<file path="src/rtl/mem_ctrl_be.sv">
// Single-port word memory with byte strobes, registered responses and a sequential clear engine.
// Latency: response 1 cycle after the accepting edge; clear takes DEPTH cycles.
// Backpressure: req_ready low while clearing; responses cannot be stalled.
module mem_ctrl_be #(
    parameter int DATA_W = 32,
    parameter int DEPTH  = 16,
    parameter int ADDR_W = 8
) (
    input  logic                  clk,
    input  logic                  reset_n,
    input  logic                  req_valid,
    output logic                  req_ready,
    input  logic                  req_rw,
    input  logic [ADDR_W-1:0]     req_addr,
    input  logic [DATA_W-1:0]     req_wdata,
    input  logic [DATA_W/8-1:0]   req_wstrb,
    input  logic                  clr_req,
    output logic                  rsp_valid,
    output logic [DATA_W-1:0]     rsp_rdata,
    output logic                  rsp_err,
    output logic                  init_busy
);

    localparam int NB    = DATA_W / 8;
    localparam int IDX_W = (DEPTH > 1) ? $clog2(DEPTH) : 1;
    // One extra bit so DEPTH == 2**ADDR_W is representable in the range compare.
    localparam logic [ADDR_W:0]   LP_DEPTH = (ADDR_W + 1)'(DEPTH);
    localparam logic [ADDR_W-1:0] LP_LAST  = ADDR_W'(DEPTH - 1);

    typedef enum logic {
        ST_INIT = 1'b0,
        ST_IDLE = 1'b1
    } state_t;

    state_t            r_state;
    state_t            w_state_nxt;
    logic [ADDR_W-1:0] r_ptr;
    logic [ADDR_W-1:0] w_ptr_nxt;
    logic              w_ready;
    logic              w_busy;

    logic [DATA_W-1:0] r_mem [DEPTH];

    logic              r_rsp_valid;
    logic [DATA_W-1:0] r_rsp_rdata;
    logic              r_rsp_err;

    logic              w_accept;
    logic              w_in_range;
    logic [IDX_W-1:0]  w_req_idx;
    logic [IDX_W-1:0]  w_ptr_idx;
    logic [DATA_W-1:0] w_rd_word;

    assign w_accept   = req_valid & w_ready;
    assign w_in_range = ({1'b0, req_addr} < LP_DEPTH);
    assign w_req_idx  = req_addr[IDX_W-1:0];
    assign w_ptr_idx  = r_ptr[IDX_W-1:0];
    assign w_rd_word  = r_mem[w_req_idx];

    // State and clear-pointer registers; reset restarts the clear from word 0.
    always_ff @(posedge clk or negedge reset_n) begin
        if (!reset_n) begin
            r_state <= ST_INIT;
            r_ptr   <= '0;
        end else begin
            r_state <= w_state_nxt;
            r_ptr   <= w_ptr_nxt;
        end
    end

    // Next-state, clear-pointer advance and handshake/busy outputs.
    always_comb begin
        w_state_nxt = r_state;
        w_ptr_nxt   = r_ptr;
        w_ready     = 1'b0;
        w_busy      = 1'b0;
        case (r_state)
            ST_INIT: begin
                w_busy = 1'b1;
                // Saturating compare keeps the pointer inside the array.
                if (r_ptr >= LP_LAST) begin
                    w_ptr_nxt   = '0;
                    w_state_nxt = ST_IDLE;
                end else begin
                    w_ptr_nxt = r_ptr + 1'b1;
                end
            end
            ST_IDLE: begin
                w_ready = 1'b1;
                // A request in the same cycle is still served; the clear starts after.
                if (clr_req) begin
                    w_state_nxt = ST_INIT;
                    w_ptr_nxt   = '0;
                end
            end
            default: begin
                w_state_nxt = ST_INIT;
                w_ptr_nxt   = '0;
            end
        endcase
    end

    // Array writes: clear engine zeroes one word per cycle, otherwise strobed request writes.
    always_ff @(posedge clk) begin
        if (r_state == ST_INIT) begin
            r_mem[w_ptr_idx] <= '0;
        end else if (w_accept && req_rw && w_in_range) begin
            for (int k = 0; k < NB; k++) begin
                if (req_wstrb[k]) begin
                    r_mem[w_req_idx][8*k +: 8] <= req_wdata[8*k +: 8];
                end
            end
        end
    end

    // Registered response; read data holds across write acknowledgements.
    always_ff @(posedge clk or negedge reset_n) begin
        if (!reset_n) begin
            r_rsp_valid <= 1'b0;
            r_rsp_rdata <= '0;
            r_rsp_err   <= 1'b0;
        end else begin
            r_rsp_valid <= w_accept;
            if (w_accept) begin
                if (!w_in_range) begin
                    r_rsp_err   <= 1'b1;
                    r_rsp_rdata <= '0;
                end else begin
                    r_rsp_err <= 1'b0;
                    if (!req_rw) begin
                        r_rsp_rdata <= w_rd_word;
                    end
                end
            end
        end
    end

    assign req_ready = w_ready;
    assign init_busy = w_busy;
    assign rsp_valid = r_rsp_valid;
    assign rsp_rdata = r_rsp_rdata;
    assign rsp_err   = r_rsp_err;

endmodule
</file>
<file path="config.mk">
export PLATFORM = sky130hd
export DESIGN_NAME = mem_ctrl_be
export DESIGN_NICKNAME = d
export VERILOG_FILES = /design/src/rtl/mem_ctrl_be.sv
export SDC_FILE = /design/constraint.sdc
export NUM_CORES = 1
export LEC_CHECK = 0
export ABC_AREA = 1
export CORE_ASPECT_RATIO = 0.75
export CORE_MARGIN = 2
export CORE_UTILIZATION = 35
export CTS_BUF_LIST = sky130_fd_sc_hd__clkbuf_8
export CTS_CLUSTER_DIAMETER = 150
export DETAILED_ROUTE_END_ITERATION = 6
export HOLD_SLACK_MARGIN = 0.02
export PLACE_DENSITY = 0.5
export SLEW_MARGIN = 20
export SYNTH_ARGS = -nofsm -noshare
export SYNTH_HDL_FRONTEND = slang
export SYNTH_SLANG_ARGS = --single-unit
</file>
<file path="constraint.sdc">
create_clock -name clk -period 3 [get_ports clk]
set_clock_uncertainty 0.2 [all_clocks]
set_input_delay 0.45 -clock clk [delete_from_list [all_inputs] [get_ports clk]]
set_output_delay 0.45 -clock clk [all_outputs]
set_load 0.005 [all_outputs]
</file>
# --- Yosys cells after proc, flatten, opt, wreduce, memory -nomap -nowiden ---
# Memory sizes are Yosys's and may differ from the RTL's.
# Index checks and enable logic that the tools add are counted.
word_totals:
  register_bits: 43
  ramBits: 512
  out_inout_bits: 36
  memories: 1
op_classes:
  addsub: 1
  n_lt_le_gt_ge: 2
  n_eq_ne: 2
  mux: 30
  bitwise_logic: 2
  n_reduce_logical: 4
mem_list:
  columns: ["name", "words", "width", "rd", "rd_ports_with_merged_regs", "write_ports", "line_no", "text"]
  rows:
  - ["r_mem", 16, 32, 1, 0, 1, "42", "logic [DATA_W-1:0] r_mem [DEPTH];"]
ops:
  columns: ["operator", "count"]
  rows:
  - ["32-bit 2-to-1 mux", 3]
  - ["32-bit OR reduction", 1]
  - ["1-bit 2-to-1 mux", 21]
  - ["8-bit 2-to-1 mux", 2]
  - ["8-bit case mux with 2 select lines", 1]
  - ["8-bit by 1-bit adder with 8-bit output (second input constant)", 1]
  - ["8-bit by 4-bit >= comparator with 1-bit output (second input constant)", 1]
  - ["8-bit by 5-bit less-than comparator with 1-bit output (second input constant)", 1]
  - ["4-bit 2-to-1 mux", 2]
  - ["2-bit inequality test (second input constant)", 2]
  - ["1-bit logical AND", 2]
  - ["1-bit case mux with 2 select lines", 1]
  - ["2-bit AND reduction", 1]
  - ["1-bit bitwise AND", 1]
  - ["1-bit inverter", 1]

# --- Depth between registers and ports, before layout ---
# Gate-level depths: netlist of run 1.
depth:
  ltp_word: 9
  mapped_depth: 12
  mapped_depth_nobuf: 10

# --- Worst setup path before layout of run 1 ---
# Ideal clock, no wire load.
synth_path:
  path_type: "input to register"
  start: "input req_addr[4]"
  end: "memory r_mem[10][0], enable pin"
  arrival_time_ns: 1.798
  required_time_ns: 2.430
  path_slack_ns: 0.631
  path_stages: 9
  n_path_buf: 0
  cell_sequence: "nor2_2 > nand2_1 > nor2_4 > o21ai_2 > nand3_1 > nand2_1 > nor2_4 > nand2_2 > nor2_1"
synth_via:
  elab_chain_len: 7
  elab_cells_between_ends: 17
synth_lines:
  columns: ["item", "line_no", "text"]
  rows:
  - ["start: declaration", "14", "input logic [ADDR_W-1:0] req_addr,"]
  - ["8-bit by 5-bit less-than comparator with 1-bit output (*)", "55", "assign w_in_range = ({1'b0, req_addr} < LP_DEPTH);"]
  - ["1-bit logical AND (*)", "107", "end else if (w_accept && req_rw && w_in_range) begin"]
  - ["1-bit 2-to-1 mux", "107", null]
  - ["1-bit 2-to-1 mux", "105", "if (r_state == ST_INIT) begin"]
  - ["1-bit 2-to-1 mux (not written as such)", "110", "r_mem[w_req_idx][8*k +: 8] <= req_wdata[8*k +: 8];"]
  - ["32-bit OR reduction (no line)", null, null]
  - ["4-bit 2-to-1 mux (no line)", null, null]
  - ["end: declaration", "42", null]
# Every way passes the cells marked *; elsewhere a longest branch is shown, timed or not.

# --- Worst setup path in the final report of run 1 ---
layout_path:
  start: "register r_state"
  end: "memory r_mem[6][22], enable pin"
layout_via:
  elab_chain_len: 9
  elab_cells_between_ends: 20
layout_lines:
  columns: ["item", "line_no", "text"]
  rows:
  - ["start: declaration", "35", "state_t r_state;"]
  - ["start signal: assignment", "66", "r_state <= w_state_nxt;"]
  - ["1-bit 2-to-1 mux", "77", "case (r_state)"]
  - ["1-bit bitwise AND", "54", "assign w_accept = req_valid & w_ready;"]
  - ["1-bit logical AND (2 in series)", "107", null]
  - ["1-bit 2-to-1 mux", "107", null]
  - ["1-bit 2-to-1 mux", "105", null]
  - ["1-bit 2-to-1 mux (not written as such)", "110", null]
  - ["32-bit OR reduction (no line)", null, null]
  - ["4-bit 2-to-1 mux (no line)", null, null]
# Parallel ways exist; a longest one is shown, timed or not.

==> metrics.yaml, run 1 <==
drive_gt1_frac: 0.139
yosys.area.top_type: "edfxtp_1"
finalPower_mw: 19.0
antenna_left: 0
drv_cap: 0
synth_flop_cell: "edfxtp_1"
hold_class: "in2async"
cts_resized: 0
drt_pass1_iterations: 5
wl_mm: 67.1
grt_pass1_wl_mm: 99.7
io_pins: 85
insertion_delay_ns: 0.68
num_rows: 80
cts_root_buf: "clkbuf_8"
clkTransAtPathRegs_ns: 0.07
crit_type: "reg2reg"
port_buffers: 84
h-tree-depth: 3
synth_compound_area_frac: 0.101
syn_avg_cell_area_sq_um: 12.1
synth_edf_count: 512
die_area_sq_um: 66500
grt_pass1_vias: 15300
gr-total-overflow: 0
p_per_area_nw_per_um2: 699
synth_top_family_by_area: "simple AND/OR/NAND/NOR gates"
dr_total_vias: 15300
yosysMostFrequentCell: "edfxtp_1"
worstMarginPinSlew_ns: 0.550
ys_ff_latch: 555
drc_errors: 0
slew_violations: 0
yosysSeqAreaShare: 0.729
cp.arrival_ns: 2.93
fmax_mhz: 365
grt_max_degree: 102
synth.area.mux_share: 0
status: "finished, final reports clean"
rsz0062_at_grt: "no"
syn_area_sq_um: 22600
synth-simple-area-share: 0.134
slew_headroom: 0.633
drtIter0Drc: 1986
setup.worst_path.start_class: "flop"
clock_sinks: 555
synthAdderAreaFrac: 0.000555
antenna_found_initial: 1
period_share: 0.914
ir_drop_v: 0.000332
synthToLayoutAreaGrowth_pct: 20.4
grt.total_usage: 0.202
drt-vias-per-instance: 5.10
cts_tree: "done"
cts_buffer_depth: 3
nets: 2124
hold_viol: 0
fillers: 6031
yosysWarnings: 0
period_needed_ns: 2.74
ys_async_sr_fraction: 0.0775
numCtsBuffers: 87
coreArea_sq_um: 63700
die_h_microns: 224
synth_cell_type_count: 28
syn_nets: 1920
synth_xor_area_frac: 0.000777
dpl.hpwl_mm: 42.6
crit_required_ns: 3.19
place.gp.congestion: 0.856
p_leak_nw: 10.1
chipWidth_microns: 297
worstSetupEndpointType: "flop"
setup_slack_ns: 0.259
dp_slack_ns: -0.264
wl_per_cell_microns: 22.4
cp_max_fo: 9
final-setup-viol-count: 0
syn_inst: 1870
synth_commonest_cells: "edfxtp_1, nor2_1, o21ai_0"
yosys.area.top_type_share: 0.682
synth_area_leaders: "edfxtp_1, nor2_1, o21ai_0"
initial_core_util: 0.354
sequential cells by signal (all words and copies together), names as in the netlist:
signal	flops
r_mem	512
rsp_err	1
rsp_valid	1
r_ptr	8
rsp_rdata	32
r_state	1
per-stage QoR:
stage | setup TNS (ns) | hold WS, ns | cell area, sq um | utilization | cells
after floorplan | 0 | -0.0456 | 22600 | - | 1870
after global placement | -23.24 | 0.258 | 25500 | 0.401 | 2845
after detailed placement | -30.61 | 0.264 | 25500 | 0.401 | 2845
after CTS | 0 | 0.0708 | 27100 | 0.426 | 3003
after global routing | 0 | 0.0943 | 27100 | 0.426 | 3004
final | 0 | 0.0994 | 27100 | 0.426 | 3004
path summary, 6_finish.rpt:
check	start	end	slack, ns	depth (start not counted)
worst min-delay path	reset_n	r_ptr[1]	0.1	2
max in group asynchronous	reset_n	rsp_rdata[15]	1.94	3
min in group clk	req_valid	rsp_valid	0.19	3
worst max register to register	r_state	r_mem[6][22]	0.26	11
worst max-delay path	r_state	r_mem[6][22]	0.26	11
worst min register to register	rsp_rdata[16]	rsp_rdata[16]	0.28	2
placed cells by master, fill, tap and decap left out, types with 2 or more instances in the layout:
| cell type | instances |
|---|---|
| o211ai_1 | 102 |
| a21oi_1 | 5 |
| o21ai_0 | 221 |
| nand2_2 | 22 |
| nor2_2 | 2 |
| inv_1 | 82 |
| dfrtp_1 | 43 |
| buf_2 | 4 |
| nand3_1 | 70 |
| buf_12 | 42 |
| buf_4 | 107 |
| o21ai_2 | 2 |
| nor2_1 | 461 |
| clkinv_1 | 16 |
| nor2_4 | 10 |
| clkbuf_8 | 101 |
| clkdlybuf4s50_1 | 79 |
| clkinv_2 | 2 |
| inv_6 | 2 |
| nand2_1 | 182 |
| o22ai_1 | 28 |
| o21ai_1 | 37 |
| edfxtp_1 | 512 |
report_power, final:
| part | switching (mW) | internal, mW | total (mW) |
|---|---|---|---|
| logic | 2.10 | 1.08 | 3.18 |
| clock network | 2.92 | 3.02 | 5.94 |
| registers | 0.285 | 9.58 | 9.87 |
logic make-up after synthesis:
group	Yosys count
and+or+nand+nor	749
AOI/OAI and AO/OA	396
DFF	555
adders and majority gates	1
xor gates and xnor gates	2
buffers and inverters	167
worst max-delay path, stage by stage (launching register included):
cell and delay (ns):
dfrtp_1 0.43, nand3_1 0.16, nor2_4 0.09, o21ai_2 0.17, nand2_2 0.20, nand2_1 0.12
nand2_1 0.13, nor2_4 0.18, nand2_2 0.12, buf_4 0.17, nor2_1 0.24, buf_4 0.24
final cells by class:
type / instances / area, sq um / share of cell area
Clock inverter: 57 / 225 / 0.00830
Inverter: 48 / 188 / 0.00691
Tap cell: 861 / 1080 / 0.0397
Antenna cell: 1 / 2.50 / 0.0000922
Multi-Input combinational cell: 1148 / 5350 / 0.197
Clock buffer: 100 / 1380 / 0.0507
Timing Repair Buffer: 234 / 2480 / 0.0913
Sequential cell: 555 / 16500 / 0.606
what timing repair did:
| action | in CTS | in global routing |
|---|---|---|
| hold endpoints to repair | 43 | 0 |
| hold buffers | 1 | 0 |
| setup buffers | 0 | 0 |
layer usage:
metal  routed length (microns)  vias to the layer above  global-route usage
li1                          -                     7071                   -
met1                     31400                     7588               0.301
met2                     29100                      579               0.295
met4                      1230                        0              0.0487
met5                         0                        -                   0
met3                      5450                       94              0.0510
Power figures use the tool's default switching activity.
==> inputs of run 2 (changes only) <==
CAP_MARGIN = 20   (was not set)
GPL_TIMING_DRIVEN = 0   (was not set)
==> run 2 against run 1 <==
- the flow now finishes with violations (setup timing)
- routed wire length up 28%
- via count up 9.4%
- count of clock-buffer cells in the layout down 3
- setup slack worse by 0.36 ns
- non-clock buffer count up 45
- power up 5.4%
- die area unchanged
- maximum frequency down 12%
- design area up 3.7%
- sequential cell count unchanged
- critical path depth down 2
- critical path type is now in2reg
- largest power group unchanged
- highest routed layer unchanged
==> metrics.yaml, run 2 (synthesized netlist as in run 1, its figures left out) <==
status: "finished with violations"
violations: "setup timing"
hold_viol: 0  # unchanged
io_pins: 85  # unchanged
die_area_sq_um: 66500  # unchanged
final-setup-viol-count: 3  # +3
registers.top_by_ff_count: "r_mem"
slew_violations: 0  # unchanged
multi_input_area_sq_um: 6080  # +14%
r2r_cells: 8  # -3
wl_per_cell_microns: 28.2  # +26%
setup_slack_ns: -0.100  # -0.359 ns
clockPowerShare: 0.308  # -0.005
grt.total_usage: 0.257  # +0.0551
gr-total-overflow: 0  # unchanged
hold_class: "in2async"
setup.worst_path.start_class: "primary input"
crit_required_ns: 3.36  # +0.17 ns
fmax_mhz: 323  # -12%
drive_gt1_frac: 0.178  # +0.0388
antenna_left: 0  # unchanged
numCtsBuffers: 92  # +5.7%
place_inst: 2814  # -1.1%
wl_mm: 86.2  # +28%
crit_type: "in2reg"
cts_buffer_depth: 3  # unchanged
port_buffers: 82  # -2.4%
p_per_area_nw_per_um2: 711  # +1.7%
initial_core_util: 0.354  # unchanged
pwr-share-comb: 0.200  # +0.033
cp.arrival_ns: 3.46  # +0.53 ns
place.gp.congestion: 0.949  # +11%
drt_pass1_iterations: 6  # +1
synthToLayoutAreaGrowth_pct: 24.8
chipWidth_microns: 297  # unchanged
finalNonFillerCells: 3060  # +1.9%
slew_headroom: 0.174  # -0.460
worstSetupEndpointType: "flop"
period_share: 1.03  # +0.120
period_needed_ns: 3.10  # +0.359 ns
insertion_delay_ns: 0.71  # +0.03 ns
grt_pass1_wl_mm: 119  # +19%
dr_total_vias: 16800  # +9.4%
drc_errors: 0  # unchanged
worstMarginPinSlew_ns: 1.24  # +0.689 ns
drt-vias-per-instance: 5.48  # +7.4%
h-tree-depth: 3  # unchanged
clkTransAtPathRegs_ns: 0.06  # about the same
cts_root_buf: "clkbuf_8"
num_rows: 80  # unchanged
dpl.hpwl_mm: 56.8  # +33%
register_area_sq_um: 16500  # about the same
cp_max_fo: 10  # +1
power.switching_mw: 6.19  # +17%
grt_max_degree: 29  # -72%
placed_cell_area_sq_um: 24500  # -4.0%
grt_pass1_vias: 15600  # +2.0%
die_h_microns: 224  # unchanged
cts_tree: "done"
ir_drop_v: 0.000333  # +0.18%
reg2reg_from: "r_state"
drtIter0Drc: 2355  # +19%
crit_start: "req_addr[2]"
rsz0062_at_grt: "yes"
r2r_setup_slack_ns: 0.05  # -0.21 ns
fin_area_sq_um: 28100  # +3.7%
netSwitchingFraction: 0.310  # +0.0303
antenna_found_initial: 7  # +6
final_cell_mix: "edfxtp_1, nor2_1, o21ai_0, nand2_1, nor2_4"
p_int_mw: 13.8  # +0.99%
final_common_cell: "edfxtp_1"
nets: 2174  # +2.4%
pwr-share-seq: 0.492  # -0.028
largest_register_ffs: 512  # unchanged
coreArea_sq_um: 63700  # unchanged
r2r_end: "r_mem[12][19]"
fillers: 5907  # -2.1%
p_leak_nw: 10.1  # -0.24%
clock_sinks: 555  # unchanged
drv_cap: 0  # unchanged
## run 2: cell types whose count changed in the layout (fill, tap and decap cells not counted), moves of 4 or more
cell,previous run,this run
a21oi_1,5,1
buf_1,0,5
buf_12,42,55
buf_2,4,33
buf_4,107,33
buf_6,0,7
clkbuf_1,0,50
clkbuf_2,0,12
clkbuf_8,101,97
clkinv_2,2,6
inv_1,82,91
nor2_1,461,365
nor2_4,10,103
## run 2: power groups by stage
stage / Clock (mW) / Combinational (mW) / Sequential [mW]
2_1_floorplan: 0 / 1.64 / 9.94
3_3_place_gp: 0 / 3.08 / 10.0
3_5_place_dp: 0 / 3.15 / 10.0
4_1_cts: 6.25 / 3.48 / 9.86
5_1_grt: 6.60 / 4.17 / 9.93
6_report: 6.16 / 4.00 / 9.85
## run 2: how the worst max path moves through the flow
stage / end / slack, ns
floorplan: r_mem[10][0] / 0.63
global placement: r_mem[5][0] / -1.04
detailed placement: r_mem[15][20] / -1.07
CTS: r_mem[3][29] / -0.32
global route: r_mem[12][19] / -0.05
finish: rsp_rdata[10] / -0.10
## run 2: stage by stage
step	total power [mW]	setup TNS (ns)	util	hold slack (ns)	worst slack [ns]
final	20.0	-0.244	0.442	0.0487	-0.100
after detailed placement	13.2	-864.89	0.385	0.237	-1.07
after global placement	13.1	-842.29	0.384	0.262	-1.04
after global routing	20.7	-0.962	0.442	0.0685	-0.0507
after floorplan	11.6	0	-	-0.0456	0.631
after CTS	19.6	-56.71	0.430	0.0236	-0.318
## run 2: layout make-up
| cell class | instances | area share |
|---|---|---|
| clock inverters | 71 | 0.0114 |
| multi-input cells | 1148 | 0.216 |
| inverters | 48 | 0.00640 |
| repair buffers | 160 | 0.0745 |
| clock buffers | 97 | 0.0474 |
| plain buffers | 119 | 0.0213 |
| well taps | 861 | 0.0383 |
| flip-flops and latches | 555 | 0.585 |
| diodes | 1 | 0.0000889 |
## run 2: critical path, cell delays in order
cell and delay, ns:
clkdlybuf4s50_1 0.46, inv_1 0.09, clkbuf_1 0.66, clkbuf_1 0.98
o211ai_1 0.21, nand3_1 0.15, nand2_1 0.24, nand2_1 0.15
nand2_1 0.05
## run 2: routing by layer
metal	vias up	share of wire	global-route usage
li1	7187	-	-
met1	8341	0.43	0.382
met2	1088	0.42	0.368
met3	154	0.12	0.0664
met4	0	0.030	0.0775
met5	-	0	0
## run 2: what timing repair did
item | CTS | global route
resized for setup | 149 | 46
pin swaps | 35 | 30
hold buffers | 1 | 0
buffers inserted | 41 | 34
endpoints found under the hold margin | 43 | 0
endpoints found under the setup margin | 1036 | 955
==> RTL edit 1: new RTL, settings of run 1 <==
Change the parameter `ADDR_W` from 8 to 7.
--- a/src/rtl/mem_ctrl_be.sv
+++ b/src/rtl/mem_ctrl_be.sv
@@ -6,3 +6,3 @@
     parameter int DEPTH  = 16,
-    parameter int ADDR_W = 8
+    parameter int ADDR_W = 7
 ) (
Interface: changed (resized req_addr); port bits go from 85 to 84. The function was not compared with the original's and may differ.
==> RTL edit 1 against run 1 <==
Area after synthesis increased by 0.45%; final area increased by 0.47%; register-to-register slack improved by 0.15 ns; critical path depth decreased by 8; power increased by 5.3%; global-route usage decreased by 0.95 points; sequential power increased by 0.4%; via count decreased by 0.85%; hold slack got worse by 0.0063 ns; wire length decreased by 4.1%; setup slack improved by 0.093 ns; core utilization increased by 0.064 points; sequential cell count decreased by 1; non-clock buffer count decreased by 10; largest cell class unchanged.
==> RTL edit 1: results (changes against run 1) <==
routing:
  wl_met3_mm: 4.34  # -20%
  drt_iter0_markers: 1441  # -27%
  wl_met2_mm: 27.8  # -4.4%
  routed_wl_mm: 64.4  # -4.1%
  drt-met1-wl_mm: 31.0  # -1.1%
  via_per_inst: 5.07  # -0.59%
timing:
  relSlewSlack: 0.444  # -0.189
global_route:
  met2_usage: 0.282  # -0.0129
  antenna_found_initial: 0  # -1
  grt_util_met3: 0.0354  # -0.0156
  grt_pass1_vias: 15200  # -0.78%
  use_met1: 0.292  # -0.00893
  grt_pass1_wl_mm: 96.2  # -3.5%
cells_and_area:
  nFillCells: 6105  # +1.2%
  multi_input_area_share: 0.199  # +0.00221
  nonClkBufAreaFrac: 0.0867  # -0.00464
  drive_gt1_frac: 0.158  # +0.0192
  layout.cells.non_filler: 2996  # -0.27%
  clkCellAreaFrac: 0.0652  # +0.00619
  nets: 2108  # -0.75%
  design.seq.count: 554  # -0.18%
  sh_seq_area: 0.602  # -0.00372
  inv_count: 50  # +4.2%
  clkbuf_count: 108  # +8.0%
  buffers_excl_clock: 224  # -4.3%
  num-multi-input-gates: 1140  # -0.70%
  num_antenna_cells: 0  # -1
placed_design:
  dp.cells: 2828  # -0.60%
  dp_hpwl_mm: 39.8  # -6.7%
  portBuffers: 83  # -1.2%
  gp_congestion: 0.831  # -3.0%
  postPlaceCellArea_mm2: 0.0255  # -0.19%
synth:
  ys_async_sr_fraction: 0.0758  # -0.00167
  syn-mean-instance-area_um2: 12.2  # +0.89%
  ys_seq_area_frac: 0.725  # -0.00441
  synthTopCellsByArea: "edfxtp_1 68%, nor2_1 7.6%, o21ai_0 5.0%, dfrtp_1 4.6%, o211ai_1 4.2%"
  synth_compound_area_frac: 0.102  # +0.00125
  synth_adder_area_share: 0.000552  # -0.00000251
  synth_common_cells: "512 x edfxtp_1, 457 x nor2_1, 227 x o21ai_0, 145 x nand2_1, 128 x o211ai_1"
  synth_nets: 1911  # -0.47%
  yosysUniqueCellTypes: 29  # +3.6%
  synth-xor-area-share: 0.000387  # -0.000390
clock_tree:
  cts-buffers-inserted: 89  # +2.3%
  clockBufferDepth: 3  # unchanged
critical_path:
  cp_max_fo: 8  # -1
  cp_data_arrival_time_ns: 2.00  # -0.93 ns
status:
  status: "finished, final reports clean"
die:
  n_tap_cell: 861  # unchanged
pwr:
  ir_drop_uv: 369  # +11%
  power.leakage_nw: 10.5  # +3.8%
## RTL edit 1: cell count changes after synthesis, sizes merged, moves of 4 or more
cell and change:
o211ai +26, buf +4, nand3 +7, nand2 -37, o22ai -26, clkbuf -5
nor2 +23
## RTL edit 1: timing repair
item | CTS | global route
resized for setup | 0 | 0
hold endpoints to repair | 42 | 0
hold buffers | 1 | 0
## RTL edit 1: critical path, cell delays in order (launching register included)
cell             delay (ns)
dfrtp_1                0.37
buf_4                  0.15
clkinv_1               0.26
clkdlybuf4s50_1        0.54
## RTL edit 1: stage by stage
stage | utilization | setup WS [ns] | hold slack [ns]
global route | 0.427 | 0.279 | 0.110
finish | 0.427 | 0.352 | 0.0930
detailed placement | 0.399 | -0.159 | 0.265
floorplan | - | 0.635 | -0.0456
CTS | 0.427 | 0.284 | 0.0603
global placement | 0.399 | -0.0934 | 0.257
## RTL edit 1: cells by family (layout without fill, tap and decap cells)
logic type,Yosys count,after routing
simple gates,742,742
buf+inv,168,441
fa+ha+maj,1,1
compound gates,396,396
flops,554,554
xor+xnor,1,1
## RTL edit 1: path summary, 6_finish.rpt
kind	from	end	slack, ns	cells past startpoint
min in group clk	req_valid	rsp_valid	0.19	3
max in group asynchronous	reset_n	rsp_rdata[20]	2.06	3
worst max-delay path	r_state	init_busy	0.35	3
worst min-delay path	reset_n	rsp_rdata[31]	0.09	3
worst max register to register	r_state	r_mem[8][11]	0.41	10
worst min register to register	rsp_rdata[11]	rsp_rdata[11]	0.28	2
## RTL edit 1: power by group
group	internal (W)	switching (W)	leakage (nW)	total [W]
clock network	0.00342	0.00299	1.04	0.00641
logic	0.00131	0.00235	3.55	0.00366
registers	0.00961	0.000302	5.90	0.00991
==> RTL edit 2: new RTL, flow settings as in run 1 <==
Without the edit above. Register the output `rsp_err` once more, cleared by the reset; this adds one clock of latency there. The other outputs are not delayed to match.
--- a/src/rtl/mem_ctrl_be.sv
+++ b/src/rtl/mem_ctrl_be.sv
@@ -141,3 +141,9 @@
     assign rsp_rdata = r_rsp_rdata;
-    assign rsp_err   = r_rsp_err;
+    always_ff @(posedge clk or negedge reset_n) begin
+        if (!reset_n) begin
+            rsp_err <= '0;
+        end else begin
+            rsp_err <= r_rsp_err;
+        end
+    end
 
Function: no difference found for any inputs over 4 cycles, from zero or initial values and one cycle with reset_n low; that may be too few to reach the edited logic, so the function may still have changed.
==> RTL edit 2 against run 1 <==
Sequential cell count rose by 1; setup slack got worse by 0.029 ns; final area fell by 0.10%; non-clock buffer count fell by 10; area after synthesis rose by 0.11%; core utilization barely moved; power rose by 0.13%; first-iteration DRC count fell by 27%; wire length fell by 0.86%; critical endpoint is now init_busy; highest routed layer unchanged.
==> RTL edit 2: results (changes against run 1) <==
status:
  status: "finished, final reports clean"
pwr:
  p_seq_frac: 0.519  # about the same
  power_switching_share: 0.281  # +0.00211
  power.leakage_nw: 10.0  # -0.69%
  p_clk_frac: 0.320  # +0.007
timing:
  worst_hold_slack_ns: 0.0740  # -0.0254 ns
routing:
  firstDrtPassIters: 6  # +1
  dr_total_vias: 15400  # +0.18%
  wire_per_inst_um: 22.2  # -0.46%
  wl_met2_mm: 28.5  # -1.9%
  drt-met1-wl_mm: 31.0  # -1.1%
placed_design:
  pre_cts_slack_ns: -0.135  # +0.129 ns
  gp_congestion: 0.808  # -5.7%
critical_path:
  reg2reg_to: "r_mem[14][4]"
  critical-path-top-delay-family: "buffers and inverters"
  cp_slowest_cell: "clkdlybuf4s50_1"
  cp_data_arrival_time_ns: 2.12  # -0.81 ns
  rr_worst_depth: 9  # -2
synth:
  synth_adder_area_share: 0.000554  # -0.000000615
  synth-xor-area-share: 0.000776  # -0.000000861
  ys_seq_area_frac: 0.730  # about the same
global_route:
  grt_pass1_wl_mm: 98.7  # -1.0%
  grt_util_met3: 0.0547  # +0.00369
  use_met1: 0.296  # -0.00507
  met2_usage: 0.292  # -0.00241
  grtUsageTotal: 0.200  # -0.00189
  antenna_found_initial: 0  # -1
cells_and_area:
  nets: 2115  # -0.42%
  final_cell_area_mm2: 0.0271  # -0.10%
  num_antenna_cells: 0  # -1
  drive_gt1_frac: 0.141  # +0.00213
  nFillCells: 5943  # -1.5%
RTL edit 2: cell count changes after synthesis:
cell and delta:
dfrtp_1 +1
RTL edit 2: worst max-delay path by stage:
stage,from,endpoint,depth (start not counted),slack [ns]
after floorplan,req_addr[4],r_mem[10][0],9,0.63
after global placement,req_addr[7],r_mem[15][5],11,-0.10
after detailed placement,req_addr[7],r_mem[15][7],11,-0.13
after CTS,r_state,init_busy,3,0.17
after global routing,r_state,init_busy,3,0.13
final,r_state,init_busy,3,0.23
RTL edit 2: tightest hold or removal path: stages:
cell and delay, ns:
dlygate4sd3_1 0.52, buf_2 0.11, buf_4 0.27
RTL edit 2: final cells by class:
type                    count  share of cell area
flip-flops and latches    556               0.607
multi-input cells        1148               0.197
clock buffers              93              0.0472
clock inverters            62              0.0123
inverters                  48             0.00692
well taps                 861              0.0397
repair buffers            224              0.0891
